`src/rtl/priv_1_12_trap_seq_pkg.sv`:
```
// ============================================================================
// Module  : priv_1_12_trap_seq_pkg
// Brief   : Shared types and constants for the trap/MRET sequencer.
// Revision: 1.0
// ============================================================================
`default_nettype none

package priv_1_12_trap_seq_pkg;

  typedef enum logic [1:0] {
    ST_IDLE     = 2'd0,
    ST_DRAIN    = 2'd1,
    ST_COMMIT   = 2'd2,
    ST_REDIRECT = 2'd3
  } trap_seq_state_t;

  typedef enum logic {
    KIND_TRAP = 1'b0,
    KIND_RET  = 1'b1
  } trap_kind_t;

  localparam logic [1:0] c_mtvec_mode_direct   = 2'd0;
  localparam logic [1:0] c_mtvec_mode_vectored = 2'd1;

  localparam int c_mstatus_mie    = 3;
  localparam int c_mstatus_mpie   = 7;
  localparam int c_mstatus_mpp_lo = 11;
  localparam int c_mstatus_mpp_hi = 12;

  localparam logic [1:0] c_priv_u = 2'b00;
  localparam logic [1:0] c_priv_m = 2'b11;

endpackage

`default_nettype wire

```
`src/rtl/priv_1_12_trap_seq_if.sv`:
```
// ============================================================================
// Module  : priv_1_12_trap_seq_if
// Brief   : Request, CSR-inject and pipeline-redirect bundle of the sequencer.
// Revision: 1.0
// ============================================================================
`default_nettype none

interface priv_1_12_trap_seq_if;

  logic        trap_req;
  logic        trap_is_intr;
  logic [30:0] trap_cause;
  logic [31:0] trap_epc;
  logic [31:0] trap_tval;
  logic        mret_req;
  logic        pipe_clear;
  logic [31:0] curr_mtvec;
  logic [31:0] curr_mepc;
  logic [31:0] curr_mstatus;

  logic        flush_req;
  logic        inject_mepc;
  logic        inject_mcause;
  logic        inject_mtval;
  logic        inject_mstatus;
  logic [31:0] next_mepc;
  logic [31:0] next_mcause;
  logic [31:0] next_mtval;
  logic [31:0] next_mstatus;
  logic        insert_pc;
  logic [31:0] priv_pc;
  logic        trap_ack;
  logic        ret_ack;
  logic [1:0]  curr_priv;
  logic        busy;
  logic        drain_timeout;

  modport master (
    output trap_req, trap_is_intr, trap_cause, trap_epc, trap_tval, mret_req,
           pipe_clear, curr_mtvec, curr_mepc, curr_mstatus,
    input  flush_req, inject_mepc, inject_mcause, inject_mtval, inject_mstatus,
           next_mepc, next_mcause, next_mtval, next_mstatus, insert_pc, priv_pc,
           trap_ack, ret_ack, curr_priv, busy, drain_timeout
  );

  modport slave (
    input  trap_req, trap_is_intr, trap_cause, trap_epc, trap_tval, mret_req,
           pipe_clear, curr_mtvec, curr_mepc, curr_mstatus,
    output flush_req, inject_mepc, inject_mcause, inject_mtval, inject_mstatus,
           next_mepc, next_mcause, next_mtval, next_mstatus, insert_pc, priv_pc,
           trap_ack, ret_ack, curr_priv, busy, drain_timeout
  );

endinterface

`default_nettype wire

```
`src/rtl/priv_1_12_trap_target.sv`:
```
// ============================================================================
// Module  : priv_1_12_trap_target
// Brief   : Combinational redirect target, new mstatus and new privilege.
// Revision: 1.0
// ============================================================================
`default_nettype none

module priv_1_12_trap_target
  import priv_1_12_trap_seq_pkg::*;
#(
  parameter int HAS_U_MODE = 1
) (
  input  trap_kind_t  i_kind,
  input  logic        i_intr,
  input  logic [29:0] i_cause_lo,
  input  logic [31:0] i_mtvec,
  input  logic [31:0] i_mepc,
  input  logic [31:0] i_mstatus,
  input  logic [1:0]  i_priv,
  output logic [31:0] o_priv_pc,
  output logic [31:0] o_next_mstatus,
  output logic [1:0]  o_next_priv
);

  logic [31:0] w_base;
  logic [1:0]  w_mpp;

  assign w_base = i_mtvec & ~32'h3;
  assign w_mpp  = i_mstatus[c_mstatus_mpp_hi:c_mstatus_mpp_lo];

  always_comb begin
    o_next_mstatus = i_mstatus;
    o_priv_pc      = w_base;
    o_next_priv    = c_priv_m;
    if (i_kind == KIND_TRAP) begin
      o_next_mstatus[c_mstatus_mpie] = i_mstatus[c_mstatus_mie];
      o_next_mstatus[c_mstatus_mie]  = 1'b0;
      o_next_mstatus[c_mstatus_mpp_hi:c_mstatus_mpp_lo] = i_priv;
      // Only interrupts are vectored; the cause offset wraps at 32 bits.
      if ((i_mtvec[1:0] == c_mtvec_mode_vectored) && i_intr) begin
        o_priv_pc = w_base + {i_cause_lo, 2'b00};
      end
    end else begin
      o_next_mstatus[c_mstatus_mie]  = i_mstatus[c_mstatus_mpie];
      o_next_mstatus[c_mstatus_mpie] = 1'b1;
      o_next_mstatus[c_mstatus_mpp_hi:c_mstatus_mpp_lo] =
        (HAS_U_MODE != 0) ? c_priv_u : c_priv_m;
      // S and reserved encodings fall back to M.
      o_next_priv = ((w_mpp == c_priv_u) && (HAS_U_MODE != 0)) ? c_priv_u : c_priv_m;
      o_priv_pc   = i_mepc & ~32'h3;
    end
  end

endmodule

`default_nettype wire

```
`src/rtl/priv_1_12_trap_sequencer.sv`:
```
// ============================================================================
// Module  : priv_1_12_trap_sequencer
// Brief   : Drains the pipeline, commits trap/MRET CSR state, redirects the PC.
// Revision: 1.0
// ============================================================================
`default_nettype none

module priv_1_12_trap_sequencer
  import priv_1_12_trap_seq_pkg::*;
#(
  parameter int HAS_U_MODE    = 1,
  parameter int DRAIN_TIMEOUT = 64
) (
  input  logic                       clk,
  input  logic                       rst,
  priv_1_12_trap_seq_if.slave        bus
);

  localparam int                  c_cnt_w     = $clog2(DRAIN_TIMEOUT + 1);
  localparam logic [c_cnt_w-1:0]  c_cnt_limit = c_cnt_w'(DRAIN_TIMEOUT);
  localparam logic [c_cnt_w-1:0]  c_cnt_one   = c_cnt_w'(1);

  trap_seq_state_t    r_state;
  trap_kind_t         r_kind;
  logic               r_intr;
  logic [30:0]        r_cause;
  logic [31:0]        r_epc;
  logic [31:0]        r_tval;
  logic [c_cnt_w-1:0] r_cnt;
  logic               r_timeout;
  logic               r_busy;
  logic               r_trap_ack;
  logic               r_ret_ack;
  logic               r_inj_mepc;
  logic               r_inj_mcause;
  logic               r_inj_mtval;
  logic               r_inj_mstatus;
  logic [31:0]        r_next_mepc;
  logic [31:0]        r_next_mcause;
  logic [31:0]        r_next_mtval;
  logic [31:0]        r_next_mstatus;
  logic               r_insert_pc;
  logic [31:0]        r_priv_pc;
  logic [1:0]         r_priv;
  logic [1:0]         r_new_priv;

  logic [31:0]        w_priv_pc;
  logic [31:0]        w_next_mstatus;
  logic [1:0]         w_next_priv;

  priv_1_12_trap_target #(
    .HAS_U_MODE (HAS_U_MODE)
  ) u_target (
    .i_kind         (r_kind),
    .i_intr         (r_intr),
    .i_cause_lo     (r_cause[29:0]),
    .i_mtvec        (bus.curr_mtvec),
    .i_mepc         (bus.curr_mepc),
    .i_mstatus      (bus.curr_mstatus),
    .i_priv         (r_priv),
    .o_priv_pc      (w_priv_pc),
    .o_next_mstatus (w_next_mstatus),
    .o_next_priv    (w_next_priv)
  );

  // Outputs of a state are loaded on the edge that enters it.
  always_ff @(posedge clk or posedge rst) begin
    if (rst) begin
      r_state        <= ST_IDLE;
      r_kind         <= KIND_TRAP;
      r_intr         <= 1'b0;
      r_cause        <= '0;
      r_epc          <= '0;
      r_tval         <= '0;
      r_cnt          <= '0;
      r_timeout      <= 1'b0;
      r_busy         <= 1'b0;
      r_trap_ack     <= 1'b0;
      r_ret_ack      <= 1'b0;
      r_inj_mepc     <= 1'b0;
      r_inj_mcause   <= 1'b0;
      r_inj_mtval    <= 1'b0;
      r_inj_mstatus  <= 1'b0;
      r_next_mepc    <= '0;
      r_next_mcause  <= '0;
      r_next_mtval   <= '0;
      r_next_mstatus <= '0;
      r_insert_pc    <= 1'b0;
      r_priv_pc      <= '0;
      r_priv         <= c_priv_m;
      r_new_priv     <= c_priv_m;
    end else begin
      r_trap_ack    <= 1'b0;
      r_ret_ack     <= 1'b0;
      r_inj_mepc    <= 1'b0;
      r_inj_mcause  <= 1'b0;
      r_inj_mtval   <= 1'b0;
      r_inj_mstatus <= 1'b0;
      r_insert_pc   <= 1'b0;
      case (r_state)
        ST_IDLE: begin
          if (bus.trap_req) begin
            r_state <= ST_DRAIN;
            r_busy  <= 1'b1;
            r_kind  <= KIND_TRAP;
            r_intr  <= bus.trap_is_intr;
            r_cause <= bus.trap_cause;
            r_epc   <= bus.trap_epc;
            r_tval  <= bus.trap_tval;
          end else if (bus.mret_req) begin
            r_state <= ST_DRAIN;
            r_busy  <= 1'b1;
            r_kind  <= KIND_RET;
          end
        end
        ST_DRAIN: begin
          if (r_cnt != c_cnt_limit) begin
            r_cnt <= r_cnt + c_cnt_one;
          end
          if (r_cnt >= c_cnt_limit - c_cnt_one) begin
            r_timeout <= 1'b1;
          end
          if (bus.pipe_clear) begin
            r_state        <= ST_COMMIT;
            r_inj_mstatus  <= 1'b1;
            r_next_mstatus <= w_next_mstatus;
            r_priv_pc      <= w_priv_pc;
            r_new_priv     <= w_next_priv;
            if (r_kind == KIND_TRAP) begin
              r_inj_mepc    <= 1'b1;
              r_inj_mcause  <= 1'b1;
              r_inj_mtval   <= 1'b1;
              r_next_mepc   <= r_epc & ~32'h3;
              r_next_mcause <= {r_intr, r_cause};
              r_next_mtval  <= r_tval;
              r_trap_ack    <= 1'b1;
            end else begin
              r_ret_ack     <= 1'b1;
            end
          end
        end
        ST_COMMIT: begin
          r_state     <= ST_REDIRECT;
          r_priv      <= r_new_priv;
          r_insert_pc <= 1'b1;
        end
        ST_REDIRECT: begin
          r_state   <= ST_IDLE;
          r_busy    <= 1'b0;
          r_cnt     <= '0;
          r_timeout <= 1'b0;
        end
        default: begin
          r_state <= ST_IDLE;
          r_busy  <= 1'b0;
        end
      endcase
    end
  end

  assign bus.flush_req      = r_busy;
  assign bus.busy           = r_busy;
  assign bus.inject_mepc    = r_inj_mepc;
  assign bus.inject_mcause  = r_inj_mcause;
  assign bus.inject_mtval   = r_inj_mtval;
  assign bus.inject_mstatus = r_inj_mstatus;
  assign bus.next_mepc      = r_next_mepc;
  assign bus.next_mcause    = r_next_mcause;
  assign bus.next_mtval     = r_next_mtval;
  assign bus.next_mstatus   = r_next_mstatus;
  assign bus.insert_pc      = r_insert_pc;
  assign bus.priv_pc        = r_priv_pc;
  assign bus.trap_ack       = r_trap_ack;
  assign bus.ret_ack        = r_ret_ack;
  assign bus.curr_priv      = r_priv;
  assign bus.drain_timeout  = r_timeout;

endmodule

`default_nettype wire
```
`src/flat_wrapper.sv`:
```
// flat-port wrapper written by rule: the top's interface ports become plain ports
module priv_1_12_trap_sequencer_flat import priv_1_12_trap_seq_pkg::*;
#(
  parameter int HAS_U_MODE    = 1,
  parameter int DRAIN_TIMEOUT = 64
)
  (clk, rst, bus_trap_req, bus_trap_is_intr, bus_trap_cause, bus_trap_epc, bus_trap_tval, bus_mret_req, bus_pipe_clear, bus_curr_mtvec, bus_curr_mepc, bus_curr_mstatus, bus_flush_req, bus_inject_mepc, bus_inject_mcause, bus_inject_mtval, bus_inject_mstatus, bus_next_mepc, bus_next_mcause, bus_next_mtval, bus_next_mstatus, bus_insert_pc, bus_priv_pc, bus_trap_ack, bus_ret_ack, bus_curr_priv, bus_busy, bus_drain_timeout);
  priv_1_12_trap_seq_if bus_i ();
  input  logic clk;
  input  logic rst;
  input wire logic [$bits(bus_i.trap_req)-1:0] bus_trap_req;
  input wire logic [$bits(bus_i.trap_is_intr)-1:0] bus_trap_is_intr;
  input wire logic [$bits(bus_i.trap_cause)-1:0] bus_trap_cause;
  input wire logic [$bits(bus_i.trap_epc)-1:0] bus_trap_epc;
  input wire logic [$bits(bus_i.trap_tval)-1:0] bus_trap_tval;
  input wire logic [$bits(bus_i.mret_req)-1:0] bus_mret_req;
  input wire logic [$bits(bus_i.pipe_clear)-1:0] bus_pipe_clear;
  input wire logic [$bits(bus_i.curr_mtvec)-1:0] bus_curr_mtvec;
  input wire logic [$bits(bus_i.curr_mepc)-1:0] bus_curr_mepc;
  input wire logic [$bits(bus_i.curr_mstatus)-1:0] bus_curr_mstatus;
  output wire logic [$bits(bus_i.flush_req)-1:0] bus_flush_req;
  output wire logic [$bits(bus_i.inject_mepc)-1:0] bus_inject_mepc;
  output wire logic [$bits(bus_i.inject_mcause)-1:0] bus_inject_mcause;
  output wire logic [$bits(bus_i.inject_mtval)-1:0] bus_inject_mtval;
  output wire logic [$bits(bus_i.inject_mstatus)-1:0] bus_inject_mstatus;
  output wire logic [$bits(bus_i.next_mepc)-1:0] bus_next_mepc;
  output wire logic [$bits(bus_i.next_mcause)-1:0] bus_next_mcause;
  output wire logic [$bits(bus_i.next_mtval)-1:0] bus_next_mtval;
  output wire logic [$bits(bus_i.next_mstatus)-1:0] bus_next_mstatus;
  output wire logic [$bits(bus_i.insert_pc)-1:0] bus_insert_pc;
  output wire logic [$bits(bus_i.priv_pc)-1:0] bus_priv_pc;
  output wire logic [$bits(bus_i.trap_ack)-1:0] bus_trap_ack;
  output wire logic [$bits(bus_i.ret_ack)-1:0] bus_ret_ack;
  output wire logic [$bits(bus_i.curr_priv)-1:0] bus_curr_priv;
  output wire logic [$bits(bus_i.busy)-1:0] bus_busy;
  output wire logic [$bits(bus_i.drain_timeout)-1:0] bus_drain_timeout;
  assign bus_i.trap_req = bus_trap_req;
  assign bus_i.trap_is_intr = bus_trap_is_intr;
  assign bus_i.trap_cause = bus_trap_cause;
  assign bus_i.trap_epc = bus_trap_epc;
  assign bus_i.trap_tval = bus_trap_tval;
  assign bus_i.mret_req = bus_mret_req;
  assign bus_i.pipe_clear = bus_pipe_clear;
  assign bus_i.curr_mtvec = bus_curr_mtvec;
  assign bus_i.curr_mepc = bus_curr_mepc;
  assign bus_i.curr_mstatus = bus_curr_mstatus;
  assign bus_flush_req = bus_i.flush_req;
  assign bus_inject_mepc = bus_i.inject_mepc;
  assign bus_inject_mcause = bus_i.inject_mcause;
  assign bus_inject_mtval = bus_i.inject_mtval;
  assign bus_inject_mstatus = bus_i.inject_mstatus;
  assign bus_next_mepc = bus_i.next_mepc;
  assign bus_next_mcause = bus_i.next_mcause;
  assign bus_next_mtval = bus_i.next_mtval;
  assign bus_next_mstatus = bus_i.next_mstatus;
  assign bus_insert_pc = bus_i.insert_pc;
  assign bus_priv_pc = bus_i.priv_pc;
  assign bus_trap_ack = bus_i.trap_ack;
  assign bus_ret_ack = bus_i.ret_ack;
  assign bus_curr_priv = bus_i.curr_priv;
  assign bus_busy = bus_i.busy;
  assign bus_drain_timeout = bus_i.drain_timeout;
  priv_1_12_trap_sequencer #(.HAS_U_MODE(HAS_U_MODE), .DRAIN_TIMEOUT(DRAIN_TIMEOUT)) u_core (.clk(clk), .rst(rst), .bus(bus_i));
endmodule
```
`config.mk`:
```
export PLATFORM = sky130hd
export DESIGN_NAME = priv_1_12_trap_sequencer_flat
export DESIGN_NICKNAME = d
export VERILOG_FILES = /design/src/rtl/priv_1_12_trap_seq_pkg.sv /design/src/rtl/priv_1_12_trap_seq_if.sv /design/src/rtl/priv_1_12_trap_target.sv /design/src/rtl/priv_1_12_trap_sequencer.sv /design/src/flat_wrapper.sv
export SDC_FILE = /design/constraint.sdc
export NUM_CORES = 1
export LEC_CHECK = 0
export BUFFER_PORTS_ARGS = -buffer_cell sky130_fd_sc_hd__buf_2
export CORE_MARGIN = 10
export CORE_UTILIZATION = 33
export DETAILED_ROUTE_END_ITERATION = 6
export PLACE_DENSITY = 0.61
export SYNTH_ARGS = -nofsm -noshare
export SYNTH_HDL_FRONTEND = slang
export SYNTH_SLANG_ARGS = --single-unit
```
`constraint.sdc`:
```
create_clock -name clk -period 11.5 [get_ports clk]
set_clock_uncertainty 0.1 [all_clocks]
set_input_delay 1.15 -clock clk [delete_from_list [all_inputs] [get_ports clk]]
set_output_delay 1.15 -clock clk [all_outputs]
set_load 0.02 [all_outputs]
```
==> out/metrics.csv, run 1 <==
metric,value,unit
drive_gt1_share,33.1,%
synth.yosys.warnings,0,
synth.most_common_cell,nand2_1,
synth.top_cells.by_count,"447 x nand2_1, 265 x dfrtp_1, 96 x mux2_2, 66 x a21oi_1, 53 x o21ai_0",
peakVddDrop,146,uV
synth_top_area_share,54.5,%
clockBufferDepth,3,
ant_nets,0,
final_area,15400,um2
slowest_stage,fa_1,
endpoint_kind,flip-flop,
fin_nets,1807,
port_buffers,360,
hp-class,reg2reg,
max-slew-margin-rel,35.1,%
crit_chain,buf_2 -> ha_1 -> fa_1 -> a211oi_1 -> nor3_1 -> o21ai_1 -> a21oi_1 -> nor2_1 -> o22ai_1 -> a221oi_2 -> xor2_1 -> o21ai_1,
finalSetupTns,0,ns
place.gp.congestion,0.850,
yosys.area.top_type,dfrtp_1,
worstPathMaxFanout,3,
layout_min_cycle_time,3.50,ns
grt_pass1_wl,59200,um
crit_family,compound AO/OA/AOI/OAI gates,
rows,70,
avgSynthCellArea,9.80,um2
synth_edf_count,0,
cp_common_cell,o21ai_1,
yosys-top-cells-area,"dfrtp_1 55%, nand2_1 14%, mux2_2 8.9%",
netlist_instances,1242,
track_usage,16.5,%
tightest_slew,0.973,ns
wire_per_inst,18.6,um
grt_max_degree,119,
clk_latency,0.56,ns
required,11.83,ns
ctsResizeCount,0,
fmax,286,MHz
antenna_found_initial,12,
initial_core_util,33.3,%
critPathLaunchType,input pin,
yosysSeqAreaShare,54.9,%
yosysUniqueCellTypes,57,
finalWirelength,38400,um
hold-worst-slack,0.362,ns
cts_tree,built,
syn_area,12200,um2
drv_slew,0,
cp.arrival,3.82,ns
crit_buf_inv,1,
htreeDepth,1,
area_growth,26.4,%
die_area,44900,um2
placed_area,14300,um2
dieWidth,212,um
crit_type,in2reg,
p_leak,8.02,nW
grt_overflow_total,0,
clkSlewWorstSetupHoldPaths,0.06,ns
fp.dieH,212,um
multi_input_area,5150,um2
num-fill-cells,3577,
drt-pass1-iter-count,5,
synthArstFlopShare,100,%
via_per_inst,4.80,
cts_buffers,30,
core,36500,um2
status,"complete, no violations",
hold_viol,0,
synthFlopType,dfrtp_1,
grt_pass1_vias,10300,
post-route-drc-count,0,
drt_iter0_markers,582,
maxCapViolations,0,
via_count,9906,
cpPeakStageDelay,0.43,ns
cts-root-buf,clkbuf_16,
ff_latch_area,6690,um2
postCtsSetupBuffers,0,
cts_hold_buffers,0,
yosys_register_bits,267,
rsz0062_at_grt,no,
clkSinkCount,267,
top_level_ports,369,
dp_hpwl,28300,um
cellPowerDensity,300,nW/um2
setup_viol,0,
period_share,30.4,%
-- final timing paths --
| check | from | endpoint | slack, ns | depth (start not counted) |
|---|---|---|---|---|
| setup / recovery | bus_curr_mtvec[2] | u_core.bus.priv_pc[30] | 8.00 | 12 |
| hold / removal | u_core.r_epc[12] | u_core.bus.next_mepc[12] | 0.36 | 2 |
| setup reg to reg | u_core.r_cause[0] | u_core.bus.priv_pc[30] | 8.26 | 11 |
| hold reg to reg | u_core.r_epc[12] | u_core.bus.next_mepc[12] | 0.36 | 2 |
| max in group asynchronous | rst | u_core.bus.next_mepc[2] | 9.13 | 3 |
| min in group asynchronous | rst | u_core.bus.next_mstatus[27] | 0.67 | 2 |
-- tightest hold or removal path, cell delays in order (launching register included) --
cell and delay, ns:
dfrtp_1 0.34, nand2_1 0.05, nand2_1 0.05
-- flip-flops by register name, summed over array words and instances (netlist names), 2 cells and up --
register                 count
u_core.bus.priv_pc          30
u_core.bus.next_mcause      32
u_core.r_epc                30
u_core.r_tval               32
u_core.r_state               2
u_core.bus.next_mepc        30
u_core.bus.next_mtval       32
u_core.r_cause              31
u_core.bus.next_mstatus     31
u_core.r_cnt                 7
-- area by class of cell --
| class | count | area share [%] |
|---|---|---|
| inverters | 12 | 0.350 |
| repair buffers | 369 | 12.2 |
| well taps | 468 | 3.81 |
| clock inverters | 12 | 1.24 |
| multi-input cells | 893 | 33.5 |
| diodes | 3 | 0.0488 |
| flip-flops and latches | 267 | 43.5 |
| clock buffers | 39 | 5.43 |
-- routing by layer --
| metal | share of wire, % | routed length (um) | track usage [%] | vias to the layer above |
|---|---|---|---|---|
| met5 | 0.27 | 102 | 0 | - |
| met4 | 2.0 | 751 | 4.17 | 16 |
| met2 | 45 | 17200 | 26.3 | 326 |
| met3 | 10 | 4010 | 6.83 | 69 |
| met1 | 42 | 16300 | 20.2 | 4712 |
| li1 | - | - | - | 4783 |
-- metrics by stage --
stage	utilization (%)	total power [W]	cells	setup slack (ns)
finish	42.1	0.00462	2063	8.00
detailed placement	39.3	0.00365	2009	7.43
global route	42.1	0.00496	2062	7.82
floorplan	-	0.00297	1245	2.90
CTS	42.1	0.00468	2060	8.01
global placement	39.3	0.00360	2009	7.43
-- where the power goes --
group,total (W),internal (W),switching (W)
combinational,0.00196,0.000753,0.00121
sequential,0.00165,0.00138,0.000276
clock,0.00100,0.000618,0.000385
total,0.00462,0.00275,0.00187
-- cells in the final DEF (no fill, tap or decap), types with 3 or more instances in the layout --
cell / count
a211oi_1: 4
a21o_1: 13
a21oi_1: 66
a31oi_1: 5
and3_1: 10
buf_2: 360
buf_4: 9
bufinv_16: 5
clkbuf_1: 5
clkbuf_16: 31
clkbuf_8: 3
clkinv_2: 6
conb_1: 4
dfrtp_1: 264
diode_2: 3
ha_1: 36
inv_1: 9
mux2_2: 96
mux2i_1: 7
nand2_1: 445
nand3_1: 6
nand3b_1: 7
nand4_1: 8
nor2_1: 36
nor2b_1: 6
nor3_1: 4
o211ai_1: 9
o21a_1: 3
o21ai_0: 53
o21ai_1: 9
o21bai_1: 3
xnor2_1: 18
xor2_1: 11
-- cell families (layout without fill, tap and decap cells) --
family | after synthesis | in the layout | synth area share (%)
other cells | 1 | 7 | 0.0308
xor+xnor | 29 | 29 | 2.09
fa+ha+maj | 37 | 37 | 3.87
mux | 103 | 103 | 9.46
compound gates | 182 | 182 | 8.78
simple gates | 538 | 538 | 17.9
buf+inv | 85 | 432 | 2.95
flops | 267 | 267 | 54.9
No activity file was read; power rests on OpenSTA's default activity.
==> inputs of run 2 (changes only) <==
==> constraint.sdc (replaced) <==
create_clock -name clk -period 3.3 [get_ports clk]
set_clock_uncertainty 0.1 [all_clocks]
set_input_delay 0.33 -clock clk [delete_from_list [all_inputs] [get_ports clk]]
set_output_delay 0.33 -clock clk [all_outputs]
set_load 0.02 [all_outputs]
==> out/metrics.csv, run 2 (synthesis gave the netlist of run 1 again) <==
metric,value,unit,change
maxCapViolations,0,,unchanged
finalWirelength,40200,um,+4.9%
peakVddDrop,486,uV,+230%
hp-class,in2reg,,
clockBufferDepth,3,,unchanged
cpPeakStageDelay,0.43,ns,about the same
slowest_stage,fa_1,,
clkSinkCount,267,,unchanged
dp_hpwl,29100,um,+2.6%
layout_common_cells,"445 x nand2_1, 360 x buf_2, 264 x dfrtp_1, 146 x dlygate4sd3_1, 96 x mux2_2",,
track_usage,17.3,%,+0.84 points
period_share,94.5,%,
grt_pass1_vias,11200,,+8.7%
fin_nets,1964,,+8.7%
drive_gt1_share,31.1,%,-2.0 points
crit_type,reg2reg,,
via_per_inst,4.76,,-0.90%
worstPathMaxFanout,3,,unchanged
drt_iter0_markers,618,,+6.2%
clkSlewWorstSetupHoldPaths,0.06,ns,about the same
fmax,321,MHz,
area_growth,39.9,%,
finalSetupTns,0,ns,unchanged
max-slew-margin-rel,24.7,%,-10 points
cts-root-buf,clkbuf_16,,
endpoint_kind,flip-flop,,
grt_max_degree,95,,-20%
via_count,10600,,+6.8%
grt_use_met2,28.4,%,+2.1 points
grt_pass1_wl,62600,um,+5.7%
required,3.64,ns,-8.19 ns
met3_usage,5.92,%,-0.91 points
p_leak,8.72,nW,+8.7%
fp.dieH,212,um,unchanged
initial_core_util,33.3,%,unchanged
core,36500,um2,unchanged
antenna_found_initial,4,,-8
cts_buffers,30,,unchanged
drv_slew,0,,unchanged
clk_latency,0.56,ns,about the same
setup_viol,0,,unchanged
grt_busiest_layer,met2,,
grtUsageMet1,21.2,%,+1.0 points
cts_tree,built,,
port_buffers,360,,unchanged
cp_common_cell,o21ai_1,,
final_area,17000,um2,+11%
post-route-drc-count,0,,unchanged
placed_area,14500,um2,+0.90%
rsz0062_at_grt,no,,
crit_family,compound AO/OA/AOI/OAI gates,,
cellPowerDensity,962,nW/um2,+220%
layout_min_cycle_time,3.12,ns,
hold_viol,0,,unchanged
grt_overflow_total,0,,unchanged
critPathLaunchType,flip-flop,,
layout_commonest_cell,nand2_1,,
wire_per_inst,18.1,um,-2.7%
multi_input_area,5160,um2,about the same
top_level_ports,369,,unchanged
dieWidth,212,um,unchanged
status,"complete, no violations",,
cp.arrival,3.46,ns,-0.36 ns
htreeDepth,1,,unchanged
num-fill-cells,3348,,-6.4%
crit_buf_inv,0,,-1
drt-pass1-iter-count,5,,unchanged
tightest_slew,1.13,ns,+0.155 ns
die_area,44900,um2,unchanged
crit_chain,ha_1 -> fa_1 -> a211oi_2 -> nor3_1 -> o21ai_1 -> a21oi_1 -> nor2_1 -> o22ai_1 -> a221oi_2 -> xor2_1 -> o21ai_1,,
ff_latch_area,6690,um2,unchanged
rows,70,,unchanged
place.gp.congestion,0.852,,+0.25%
ant_nets,0,,unchanged
==> run 2: repair_timing <==
action                                  in CTS  in global routing
endpoints found under the setup margin       0                  1
hold endpoints to repair                   160                  0
setup buffers                                0                  0
hold buffers                               146                  0
gates resized for setup                      0                  1
==> run 2: final cells by class <==
cell class / instances / share of cell area [%]
Antenna cell: 2 / 0.0294
Clock buffer: 45 / 5.51
Clock inverter: 11 / 0.830
Inverter: 12 / 0.294
Multi-Input combinational cell: 893 / 30.3
Sequential cell: 267 / 39.3
Tap cell: 468 / 3.44
Timing Repair Buffer: 526 / 20.3
==> run 2: layer usage <==
layer	wire length, um	up-vias
met5	27	-
met1	16800	5073
li1	-	5103
met3	3760	63
met2	18700	340
met4	942	4
==> run 2: worst paths after layout <==
path | depth (start not counted) | end | start | slack, ns
worst max register to register | 11 | u_core.bus.priv_pc[30] | u_core.r_cause[0] | 0.18
max in group asynchronous | 4 | u_core.bus.priv_pc[5] | rst | 1.74
worst min-delay path | 4 | u_core.bus.priv_pc[13] | bus_curr_mepc[13] | 0.03
worst min register to register | 2 | u_core.bus.next_mtval[16] | u_core.r_tval[16] | 0.36
worst max-delay path | 11 | u_core.bus.priv_pc[30] | u_core.r_cause[0] | 0.18
min in group asynchronous | 3 | u_core.r_epc[13] | rst | 0.33
==> run 2: power by group <==
group	total (W)	internal (W)	switching, W
clock	0.00357	0.00219	0.00138
combinational	0.00704	0.00278	0.00426
sequential	0.00577	0.00480	0.000965
total	0.0164	0.00977	0.00660
==> run 2: per-stage QoR <==
| stage | power [W] | instances | worst slack, ns | utilization (%) | hold slack (ns) |
|---|---|---|---|---|---|
| after floorplan | 0.0104 | 1245 | -0.654 | - | 0.320 |
| final | 0.0164 | 2224 | 0.180 | 46.6 | 0.0307 |
| after detailed placement | 0.0128 | 2020 | 0.0702 | 39.6 | 0.349 |
| after global placement | 0.0126 | 2020 | 0.0937 | 39.6 | 0.340 |
| after CTS | 0.0166 | 2222 | 0.124 | 46.6 | 0.000240 |
| after global routing | 0.0175 | 2224 | 0.0998 | 46.6 | 0.0408 |
==> run 2: worst reg2reg max path: stages (launching register included) <==
cell and delay (ns):
dfrtp_1 0.42, ha_1 0.23, fa_1 0.43, a211oi_2 0.32
nor3_1 0.12, o21ai_1 0.21, a21oi_1 0.12, nor2_1 0.29
o22ai_1 0.21, a221oi_2 0.30, xor2_1 0.18, o21ai_1 0.07
==> inputs of run 3 (changes only) <==
--- a/config.mk
+++ b/config.mk
@@ -8,8 +8,11 @@
 export BUFFER_PORTS_ARGS = -buffer_cell sky130_fd_sc_hd__buf_2
 export CORE_MARGIN = 10
 export CORE_UTILIZATION = 33
+export CTS_BUF_LIST = sky130_fd_sc_hd__clkbuf_4 sky130_fd_sc_hd__clkbuf_8
 export DETAILED_ROUTE_END_ITERATION = 6
 export PLACE_DENSITY = 0.61
+export SETUP_SLACK_MARGIN = 0.1
 export SYNTH_ARGS = -nofsm -noshare
 export SYNTH_HDL_FRONTEND = slang
 export SYNTH_SLANG_ARGS = --single-unit
+export TNS_END_PERCENT = 10
==> out/metrics.csv, run 3 (synthesis gave the netlist of run 1 again) <==
metric,value,unit,change
fp.dieH,212,um,unchanged
place.gp.congestion,0.852,,unchanged
dieWidth,212,um,unchanged
cp.arrival,3.52,ns,+0.06 ns
p_sw_share,41.1,%,+0.85 points
finalSetupTns,0,ns,unchanged
tightest_slew,1.13,ns,+0.00608 ns
drt_iter0_markers,553,,-11%
htreeDepth,2,,+1
top_level_ports,369,,unchanged
grt_pass1_vias,11500,,+2.4%
ant_nets,0,,unchanged
fmax,319,MHz,-0.59%
cts_tree,built,,
worstPathMaxFanout,3,,unchanged
cp_common_cell,o21ai_1,,
grt_pass1_wl,63700,um,+1.9%
area_growth,41.4,%,
cts-root-buf,clkbuf_8,,
cts_buffers,48,,+60%
rsz0062_at_grt,yes,,
dp_hpwl,29100,um,unchanged
crit_family,compound AO/OA/AOI/OAI gates,,
antenna_found_initial,1,,-3
initial_core_util,33.3,%,unchanged
endpoint_kind,flip-flop,,
period_share,95.1,%,+0.57 points
hold_viol,0,,unchanged
clockBufferDepth,3,,unchanged
clk_latency,0.61,ns,+0.05 ns
peakVddDrop,518,uV,+6.5%
drive_gt1_share,32.2,%,+1.0 points
post-route-drc-count,0,,unchanged
num-fill-cells,3314,,-1.0%
port_buffers,360,,unchanged
layout_commonest_cell,nand2_1,,
clkSinkCount,267,,unchanged
required,3.68,ns,+0.04 ns
power_frac_seq,35.6,%,+0.4 points
max-slew-margin-rel,24.3,%,-0.41 points
p_leak,8.83,nW,+1.2%
drv_slew,0,,unchanged
postCtsSetupBuffers,0,,unchanged
crit_type,reg2reg,,
via_count,10800,,+2.1%
wire_per_inst,18.0,um,-0.29%
die_area,44900,um2,unchanged
setup_viol,0,,unchanged
critPathLaunchType,flip-flop,,
via_per_inst,4.75,,-0.18%
clkSlewWorstSetupHoldPaths,0.05,ns,about the same
clockPowerShare,20.5,%,-1.3 points
track_usage,17.9,%,+0.53 points
p_int,0.00955,W,-2.3%
p_comb_share,43.9,%,+0.9 points
layout_min_cycle_time,3.14,ns,+0.0186 ns
hp-class,in2reg,,
p_sw,0.00668,W,+1.2%
crit_chain,ha_1 -> fa_1 -> a211oi_2 -> nor3_1 -> o21ai_1 -> a21oi_1 -> nor2_1 -> o22ai_1 -> a221oi_2 -> xor2_1 -> o21ai_1,,
slowest_stage,fa_1,,
insertedDiodeCount,0,,-2
status,"complete, no violations",,
core,36500,um2,unchanged
finalWirelength,41000,um,+2.0%
grt_overflow_total,0,,unchanged
layout_common_cells,"445 x nand2_1, 360 x buf_2, 264 x dfrtp_1, 168 x dlygate4sd3_1, 96 x mux2_2",,
grt_max_degree,95,,unchanged
cpPeakStageDelay,0.43,ns,about the same
cellPowerDensity,944,nW/um2,-1.8%
crit_buf_inv,0,,unchanged
rows,70,,unchanged
drt-pass1-iter-count,6,,+1
fin_nets,2004,,+2.0%
maxCapViolations,0,,unchanged
totalPowerFinal,0.0162,W,-0.85%
## run 3: changes by cell type in the layout (fill, tap and decap cells not counted), sizes merged
cell         change
bufinv           -2
clkbuf          +34
clkinvlp         -1
diode            -2
dlygate4sd3     +22
## run 3: final timing paths
kind                       cells after the start                       end  slack [ns]                from
min in group asynchronous                      3          u_core.r_epc[13]        0.30                 rst
max in group asynchronous                      4         u_core.r_tval[24]        1.76                 rst
min reg2reg                                    2  u_core.bus.next_mtval[3]        0.36    u_core.r_tval[3]
max                                           11    u_core.bus.priv_pc[30]        0.16   u_core.r_cause[0]
min                                            5    u_core.bus.priv_pc[21]        0.06  bus_curr_mtvec[21]
max reg2reg                                   11    u_core.bus.priv_pc[30]        0.16   u_core.r_cause[0]
## run 3: area by class of cell
cell class,instances,area (um2),area share [%]
clock buffer,79,962,5.59
inverter,12,50.0,0.291
clock inverter,8,70.1,0.407
tap,468,586,3.40
multi-input combinational,893,5160,30.0
sequential,267,6690,38.9
timing repair buffer,548,3680,21.4
## run 3: power groups by stage
stage	combinational (W)	sequential, W	clock [W]
floorplan	0.00373	0.00662	0
global placement	0.00684	0.00572	0
detailed placement	0.00695	0.00580	0
CTS	0.00717	0.00577	0.00346
global route	0.00785	0.00596	0.00358
finish	0.00712	0.00578	0.00334
## run 3: what timing repair did
item                                   in CTS  in global routing
gates resized for setup                     0                  2
setup endpoints to repair                   0                  2
hold buffers                              168                  0
endpoints found under the hold margin     171                  0
## run 3: per-stage QoR
stage | hold slack (ns) | utilization (%) | area, um2 | setup slack [ns] | std cells
2_1_floorplan | 0.320 | - | 12200 | -0.654 | 1245
5_1_grt | 0.0451 | 47.1 | 17200 | 0.0767 | 2275
6_report | 0.0572 | 47.1 | 17200 | 0.161 | 2275
3_3_place_gp | 0.340 | 39.6 | 14500 | 0.0937 | 2020
3_5_place_dp | 0.349 | 39.6 | 14500 | 0.0702 | 2020
4_1_cts | 0.00127 | 47.1 | 17200 | 0.134 | 2275
## run 3: worst min-delay path, stage by stage
cell	delay (ns)
buf_2	0.12
nand2_1	0.05
o211ai_1	0.07
o21ai_0	0.08
o21ai_1	0.06
## run 3: layer usage
layer  vias to the layer above  part of all wire, %  track usage (%)
met3                        73                  9.4             6.69
met2                       368                   46             28.9
met1                      5178                   42             21.3
li1                       5185                    -                -
met5                         -                0.032                0
met4                         2                  2.5             6.40
